===== src/rtl/led_event_stretcher.sv =====
// -----------------------------------------------------------------------------
// led_event_stretcher
//
// Purpose:
//   Stretches short event pulses into LED pulses that are long enough to see.
//   There are NUM_CH independent channels. The mode input selects how each
//   channel behaves, and it is sampled every cycle:
//     mode=0 (retrigger): each event reloads the hold time, so the LED stays
//                         lit while events keep arriving.
//     mode=1 (blink)    : each event becomes its own blink. After a blink the
//                         LED is forced off for GAP_CYCLES. One further event
//                         can be queued; any event beyond that is dropped.
//
// Ports:
//   clk        : clock, the same domain as the event sources
//   rst        : synchronous active-high reset
//   event_in   : [NUM_CH] per-channel event request
//   mode       : [NUM_CH] per-channel mode, 0 = retrigger, 1 = blink
//   led        : [NUM_CH] stretched LED drive, high exactly while in ON
//   busy       : OR over all channels of (state != IDLE)
//   drop_pulse : [NUM_CH] one-cycle pulse when an event is discarded
// -----------------------------------------------------------------------------
module led_event_stretcher #(
    parameter int NUM_CH      = 4,
    parameter int CNT_W       = 20,
    parameter int HOLD_CYCLES = 1048575,
    parameter int GAP_CYCLES  = 262144,
    parameter int EDGE_DET    = 1
) (
    input  logic              clk,
    input  logic              rst,
    input  logic [NUM_CH-1:0] event_in,
    input  logic [NUM_CH-1:0] mode,
    output logic [NUM_CH-1:0] led,
    output logic              busy,
    output logic [NUM_CH-1:0] drop_pulse
);

    typedef enum logic [1:0] {
        ST_IDLE = 2'd0,
        ST_ON   = 2'd1,
        ST_GAP  = 2'd2
    } state_t;

    // Counters hold "cycles remaining minus one", so a count of zero marks the
    // last cycle of the current phase.
    localparam logic [CNT_W-1:0] HOLD_RELOAD = CNT_W'(HOLD_CYCLES - 1);
    localparam logic [CNT_W-1:0] GAP_RELOAD  = (GAP_CYCLES > 0) ? CNT_W'(GAP_CYCLES - 1) : '0;
    localparam logic             HAS_GAP     = (GAP_CYCLES > 0);

    logic [NUM_CH-1:0] prev_q;
    logic [NUM_CH-1:0] prev_d;
    logic [NUM_CH-1:0] ev;
    logic [NUM_CH-1:0] active;

    // prev_q is cleared by reset. An input held high through reset therefore
    // shows up as a rising edge on the first cycle after reset.
    always_comb begin
        prev_d = event_in;
        if (EDGE_DET != 0) begin
            ev = event_in & ~prev_q;
        end else begin
            ev = event_in;
        end
    end

    always_ff @(posedge clk) begin
        if (rst) begin
            prev_q <= '0;
        end else begin
            prev_q <= prev_d;
        end
    end

    genvar gi;
    generate
        for (gi = 0; gi < NUM_CH; gi++) begin : g_ch
            state_t           state_q, state_d;
            logic [CNT_W-1:0] cnt_q, cnt_d;
            logic             pend_q, pend_d;
            logic             drop_q, drop_d;
            logic             pend_eff;
            logic             cnt_zero;
            logic             q_set;
            logic             q_drop;

            always_comb begin
                // Setting mode to 0 discards any queued blink immediately.
                pend_eff = pend_q & mode[gi];
                cnt_zero = (cnt_q == '0);
                // Only blink mode can queue an event. A second event that
                // arrives while one is already queued is dropped.
                q_set    = ev[gi] & mode[gi] & ~pend_eff;
                q_drop   = ev[gi] & mode[gi] & pend_eff;

                state_d  = state_q;
                cnt_d    = cnt_q;
                pend_d   = pend_eff;
                drop_d   = 1'b0;

                case (state_q)
                    ST_IDLE: begin
                        pend_d = 1'b0;
                        if (ev[gi]) begin
                            state_d = ST_ON;
                            cnt_d   = HOLD_RELOAD;
                        end
                    end

                    ST_ON: begin
                        if (!mode[gi]) begin
                            pend_d = 1'b0;
                            if (ev[gi]) begin
                                cnt_d = HOLD_RELOAD;
                            end else if (cnt_zero) begin
                                state_d = ST_IDLE;
                            end else begin
                                cnt_d = cnt_q - 1'b1;
                            end
                        end else if (cnt_zero && !HAS_GAP) begin
                            // With no gap, a queued event starts the next blink
                            // straight away. A new event on this same cycle
                            // takes the slot that was just freed.
                            if (pend_eff) begin
                                cnt_d  = HOLD_RELOAD;
                                pend_d = ev[gi];
                            end else if (ev[gi]) begin
                                cnt_d  = HOLD_RELOAD;
                                pend_d = 1'b0;
                            end else begin
                                state_d = ST_IDLE;
                            end
                        end else begin
                            if (cnt_zero) begin
                                state_d = ST_GAP;
                                cnt_d   = GAP_RELOAD;
                            end else begin
                                cnt_d = cnt_q - 1'b1;
                            end
                            if (q_set) begin
                                pend_d = 1'b1;
                            end
                            if (q_drop) begin
                                drop_d = 1'b1;
                            end
                        end
                    end

                    ST_GAP: begin
                        if (cnt_zero) begin
                            if (pend_eff) begin
                                state_d = ST_ON;
                                cnt_d   = HOLD_RELOAD;
                                pend_d  = ev[gi];
                            end else if (ev[gi]) begin
                                // Nothing is queued, so this event is handled
                                // like an event arriving in IDLE.
                                state_d = ST_ON;
                                cnt_d   = HOLD_RELOAD;
                            end else begin
                                state_d = ST_IDLE;
                            end
                        end else begin
                            cnt_d = cnt_q - 1'b1;
                            if (q_set) begin
                                pend_d = 1'b1;
                            end
                            if (q_drop) begin
                                drop_d = 1'b1;
                            end
                        end
                    end

                    default: begin
                        state_d = ST_IDLE;
                        cnt_d   = '0;
                        pend_d  = 1'b0;
                    end
                endcase
            end

            always_ff @(posedge clk) begin
                if (rst) begin
                    state_q <= ST_IDLE;
                    cnt_q   <= '0;
                    pend_q  <= 1'b0;
                    drop_q  <= 1'b0;
                end else begin
                    state_q <= state_d;
                    cnt_q   <= cnt_d;
                    pend_q  <= pend_d;
                    drop_q  <= drop_d;
                end
            end

            assign led[gi]        = (state_q == ST_ON);
            assign active[gi]     = (state_q != ST_IDLE);
            assign drop_pulse[gi] = drop_q;
        end
    endgenerate

    assign busy = |active;

endmodule

===== config.mk =====
export PLATFORM = sky130hd
export DESIGN_NAME = led_event_stretcher
export DESIGN_NICKNAME = d
export VERILOG_FILES = /design/src/rtl/led_event_stretcher.sv
export SDC_FILE = /design/constraint.sdc
export NUM_CORES = 1
export LEC_CHECK = 0
export ABC_AREA = 0
export CORE_ASPECT_RATIO = 1.25
export CORE_MARGIN = 8
export CORE_UTILIZATION = 45
export CTS_BUF_LIST = sky130_fd_sc_hd__clkbuf_8 sky130_fd_sc_hd__clkbuf_16
export CTS_CLUSTER_DIAMETER = 120
export DETAILED_ROUTE_END_ITERATION = 10
export HOLD_SLACK_MARGIN = 0.12
export PLACE_DENSITY = 0.61
export SLEW_MARGIN = 20
export SYNTH_ARGS = -nofsm -noshare
export SYNTH_HDL_FRONTEND = slang
export SYNTH_SLANG_ARGS = --single-unit

===== constraint.sdc =====
create_clock -name clk -period 4.7 [get_ports clk]
set_input_delay 0.47 -clock clk [delete_from_list [all_inputs] [get_ports clk]]
set_output_delay 0.47 -clock clk [all_outputs]
set_load 0.02 [all_outputs]

== Word-level counts from Yosys, hierarchy flattened ==
Index checks and enable logic that the tools add are counted.

* Output and inout port bits: 9
* Bits in registers: 100
* Word-level logic and storage cells: 192
* Input port bits: 10

* Eq/ne operators: 28
* Reductions and logical operators: 17
* Add/subtract/negate cells: 4
* Bitwise operators: 22
* Mux-type cells: 104

{| class="wikitable"
|+ Operator list
! kind !! number
|-
| two-way mux 20 bit || 28
|-
| one-hot mux 20 bit (3 select lines) || 4
|-
| zero test 20 bit || 4
|-
| subtractor 20 x 1 -> 20 bit (second input constant) || 4
|-
| two-way mux 2 bit || 24
|-
| two-way mux 1 bit || 36
|-
| one-hot mux 2 bit (3 select lines) || 4
|-
| bitwise AND 1 bit || 16
|-
| inequality test 2 bit (second input constant) || 8
|-
| inequality test 4 bit (second input constant) || 4
|-
| one-hot mux 1 bit (2 select lines) || 8
|-
| AND reduction 4 bit || 4
|-
| inequality test 3 bit (second input constant) || 4
|-
| == test 2 x 1 -> 1 bit (second input constant) || 4
|-
| == test 2 bit (second input constant) || 4
|-
| zero test 2 bit || 4
|-
| inequality test 2 x 1 -> 1 bit (second input constant) || 4
|-
| nonzero test 2 bit || 4
|-
| bitwise AND 4 bit || 1
|-
| inverter 1 bit || 4
|-
| inverter 4 bit || 1
|-
| OR reduction 4 bit || 1
|}

== Logic depth before layout (Yosys ltp) ==
* Word-level depth: 7
* Mapped depth: 10
* Depth with buffers taken out: 8

== Worst setup path after synthesis ==
Ideal clock, no wire load.

* Kind: flip-flop to flip-flop
* From: reg g_ch[3].cnt_q[0]
* To: reg g_ch[3].cnt_q[12]
* Data required time: 4.571 ns
* Setup slack: 2.417 ns
* Stages on the path, launching flop included: 9
* Data arrival time: 2.154 ns
* Setup time: 0.129 ns
* Path buffers: 0
* Period minus slack after synthesis: 2.283 ns
* Path through: dfxtp_1 > inv_1 > ha_1 > nor4b_4 > nand2_2 > or4_4 > or3_2 > a21oi_1 > o32ai_1

* Word-level cells in the longest chain between the ends: 5
* Elaborated cells between the ends (all ways): 9
* Those cells by class: add/sub: 1; eq/ne: 1; mux: 6; reduce/logical: 1

{| class="wikitable"
|+ Ends and longest elaborated chain
! item !! RTL line !! text
|-
| from (decl) || 79 || <nowiki>logic [CNT_W-1:0] cnt_q, cnt_d;</nowiki>
|-
| from (signal assigned) || 190 || <nowiki>cnt_q <= cnt_d;</nowiki>
|-
| subtractor 20 x 1 -> 20 bit || 118, 138, 164 ||
|-
| two-way mux 20 bit || 115 || <nowiki>end else if (cnt_zero) begin</nowiki>
|-
| two-way mux 20 bit || 113 || <nowiki>if (ev[gi]) begin</nowiki>
|-
| two-way mux 20 bit || 111 || <nowiki>if (!mode[gi]) begin</nowiki>
|-
| one-hot mux 20 bit (3 select lines) || 101 || <nowiki>case (state_q)</nowiki>
|}

Several ways; a longest one is shown, not always the timed one. The select of a mux whose other input is x is not followed.
A chain may end at the register's enable or synchronous reset.

== Worst setup path in the final report ==
* From: reg g_ch[2].cnt_q[6]
* To: reg g_ch[2].cnt_q[15]

* Word-level cells in the longest chain between the ends: 5
* Elaborated cells between the ends (all ways): 9
* Those cells by class: add/sub: 1; eq/ne: 1; mux: 6; reduce/logical: 1

{| class="wikitable"
|+ Ends and longest elaborated chain
! item !! RTL line
|-
| from (decl) || 79
|-
| from (signal assigned) || 190
|-
| subtractor 20 x 1 -> 20 bit || 118, 138, 164
|-
| two-way mux 20 bit || 115
|-
| two-way mux 20 bit || 113
|-
| two-way mux 20 bit || 111
|-
| one-hot mux 20 bit (3 select lines) || 101
|}

Several ways; a longest one is shown, not always the timed one. The select of a mux whose other input is x is not followed.

==> qor.csv <==
stage;metric;value;unit
sta;Fin Hold WS;0.480;ns
die;die extent in y;157;microns
sta;Slew @ Worst Pin;0.871;ns
clocking;worst-case clock buffer depth;2;
sta;Final Hold Fails;0;
sta;post-route setup TNS;0;ns
die;core footprint;15600;sq um
sta;clock skew;0.00909;ns
finish;commonest cells after routing, fill and taps aside;nand2_1, dfxtp_1, o21ai_0, nor2_1, a21oi_1;
finish;nets;963;
setup_path;Crit. Startpoint;g_ch[2].cnt_q[6];
setup_path;CP Launch Type;flip-flop;
clocking;Worst-path clk slew;0.07;ns
sta;crit share post-route;62.0;%
sta;maximum clock rate;343;MHz
global_routing;Remaining Overflow, GRT;0;
detailed_routing;post-route ant nets;0;
logic_synthesis;post-synth net total;979;
global_routing;initial antenna violation count;0;
die;Die ar.;20100;sq um
setup_path;required time of the critical path;4.94;ns
place;GP Congestion;0.867;
die;initial core utilization;45.8;%
sta;Final Max Slew Viols;0;
setup_path;Reg2Reg Launch Point;g_ch[2].cnt_q[6];
finish;synthesis-to-layout area growth;8.30;%
finish;Final Util;49.6;%
detailed_routing;Initial DRT Pass Iterations;5;
logic_synthesis;Syn Area/Cell;7.54;sq um
power;Worst IR Drop VDD;0.000249;V
job;max-cap violation count;0;
global_routing;vias in the first global route;6517;
power;Power per Cell Area;566;nW/um^2
outcome;status;finished, final reports clean;
place;number of port buffers;18;
global_routing;first-pass GRT wire length;32900;microns
global_routing;pin count of the biggest net entering global routing;27;
setup_path;Worst setup EP type;flip-flop;
sta;relative slew slack;41.8;%
sta;post-layout min period;2.91;ns
global_routing;Overall Global Routing Usage;19.8;%
detailed_routing;DR WL/cell;17.2;microns
setup_path;WP data arrival;3.15;ns
place;post-DP HPWL;13800;microns
detailed_routing;First DRT Iteration DRCs;590;
clocking;H-tree depth;3;
sta;unrepaired setup endpoints after global routing;no;
die;number of I/O pins;19;
sta;final setup vio count;0;
place;DP Area;7420;sq um
hold_path;Hold Crit Class;reg -> reg;
power;Pwr Total;0.00437;W
clocking;TritonCTS clock tree;done;
setup_path;critical path class;reg -> reg;
finish;commonest non-fill, non-tap cell in the layout;nand2_1;
logic_synthesis;Ys Warns;0;
clocking;Root Buffer Master;clkbuf_16;
detailed_routing;drt drc;0;
clocking;Post-CTS Hold Fix Bufs;0;
hold_path;min-delay src;g_ch[2].cnt_q[15];
die;Die Wd;129;microns
logic_synthesis;Post-Synthesis Cell Area;7130;sq um
clocking;post-CTS setup buffers;0;
setup_path;CP Max Fanout;13;
die;# rows;51;
detailed_routing;vias per cell;6.16;
logic_synthesis;Seq/Total Area, Yosys;28.1;%
detailed_routing;Total Routed Length;19700;microns
clocking;worst skew pair latency;0.36;ns
clocking;post_cts resized;0;
logic_synthesis;Async S/R FF share, synth;0;%
finish;layout cells sized above 1;7.07;%
logic_synthesis;Top FF cell, synth;dfxtp_1;
setup_path;internal reg-to-reg setup slack;1.79;ns
logic_synthesis;number of synthesized flops with an enable pin;0;
logic_synthesis;Distinct cells, synth;85;
detailed_routing;Vias;7063;
logic_synthesis;FF+latch count, synth;100;
clocking;clock sink count;100;
power;P_leak;2.74;nW
clocking;CTS Buf Count;9;
finish;Fill cells;1616;
logic_synthesis;Synth Instances;945;
finish;antenna diode count;0;
finish;Final Instance Area;7720;sq um
critical path, cell delays in order (launching register included):
cell	delay (ns)
dfxtp_1	0.37
nor4_1	0.53
nand4b_1	0.60
o21ai_0	0.60
nand2_1	0.34
a31oi_1	0.26
a21oi_1	0.09
Yosys cell counts, types with 9 or more instances:
cell	number	area, sq um
a21oi_1	71	355
or3_1	11	68.8
nor2b_1	15	93.8
xnor2_1	19	166
clkbuf_1	37	139
o211ai_1	10	75.1
o21ai_0	88	440
inv_1	25	93.8
or4_1	9	67.6
o31ai_1	15	113
nor3_1	29	145
dfxtp_1	100	2000
nand3_1	25	125
xor2_1	24	210
nand2_1	102	383
buf_2	9	45.0
nand2b_1	12	75.1
nor2_1	81	304
a31oi_1	48	300
nor4_1	11	68.8
ha_1	24	300
a211oi_1	9	67.6
nand4_1	11	68.8
and2_1	9	56.3
metal layers:
metal	vias up	wire length (microns)	GRT usage, %
met4	0	446	7.57
li1	3481	-	-
met5	-	0	0
met3	36	768	2.76
met1	3387	8920	24.8
met2	159	9580	33.6
cells by family (layout without fill, tap and decap cells):
logic type / Yosys count / after routing / synth area share (%)
XOR/XNOR: 43 / 43 / 5.28
AND/OR/NAND/NOR: 377 / 377 / 29.3
buffers and inverters: 79 / 68 / 4.60
flip-flops: 100 / 100 / 28.1
adder cells (fa/ha/maj): 24 / 24 / 4.21
AO/OA/AOI/OAI: 317 / 317 / 27.7
multiplexers: 5 / 5 / 0.737
sequential cells by signal, indices dropped and copies added (netlist names):
signal        flops
g_ch.drop_q       4
prev_q            4
g_ch.state_q      8
g_ch.cnt_q       80
g_ch.pend_q       4
through the flow:
stage	cells	worst slack (ns)
final	1146	1.79
after global routing	1146	1.56
after CTS	1146	1.89
after detailed placement	1130	1.74
after global placement	1130	1.88
after floorplan	945	2.42
where the power goes:
part           internal (W)  switching, W
logic              0.000868       0.00129
clock network      0.000423      0.000345
registers           0.00109      0.000356
cell type report:
cell class | count | area [sq um] | share of cell area [%]
clock buffers | 10 | 239 | 3.10
clock inverters | 6 | 56.3 | 0.729
inverters | 25 | 93.8 | 1.22
multi-input cells | 766 | 4820 | 62.4
flip-flops and latches | 100 | 2000 | 25.9
well taps | 212 | 265 | 3.44
repair buffers | 27 | 248 | 3.21
worst paths after layout:
| path | cells past startpoint | end |
|---|---|---|
| worst max register to register | 6 | g_ch[2].cnt_q[15] |
| worst max-delay path | 6 | g_ch[2].cnt_q[15] |
| worst min-delay path | 2 | g_ch[2].cnt_q[15] |
| worst min register to register | 2 | g_ch[2].cnt_q[15] |
No activity file was read; power rests on OpenSTA's default activity.
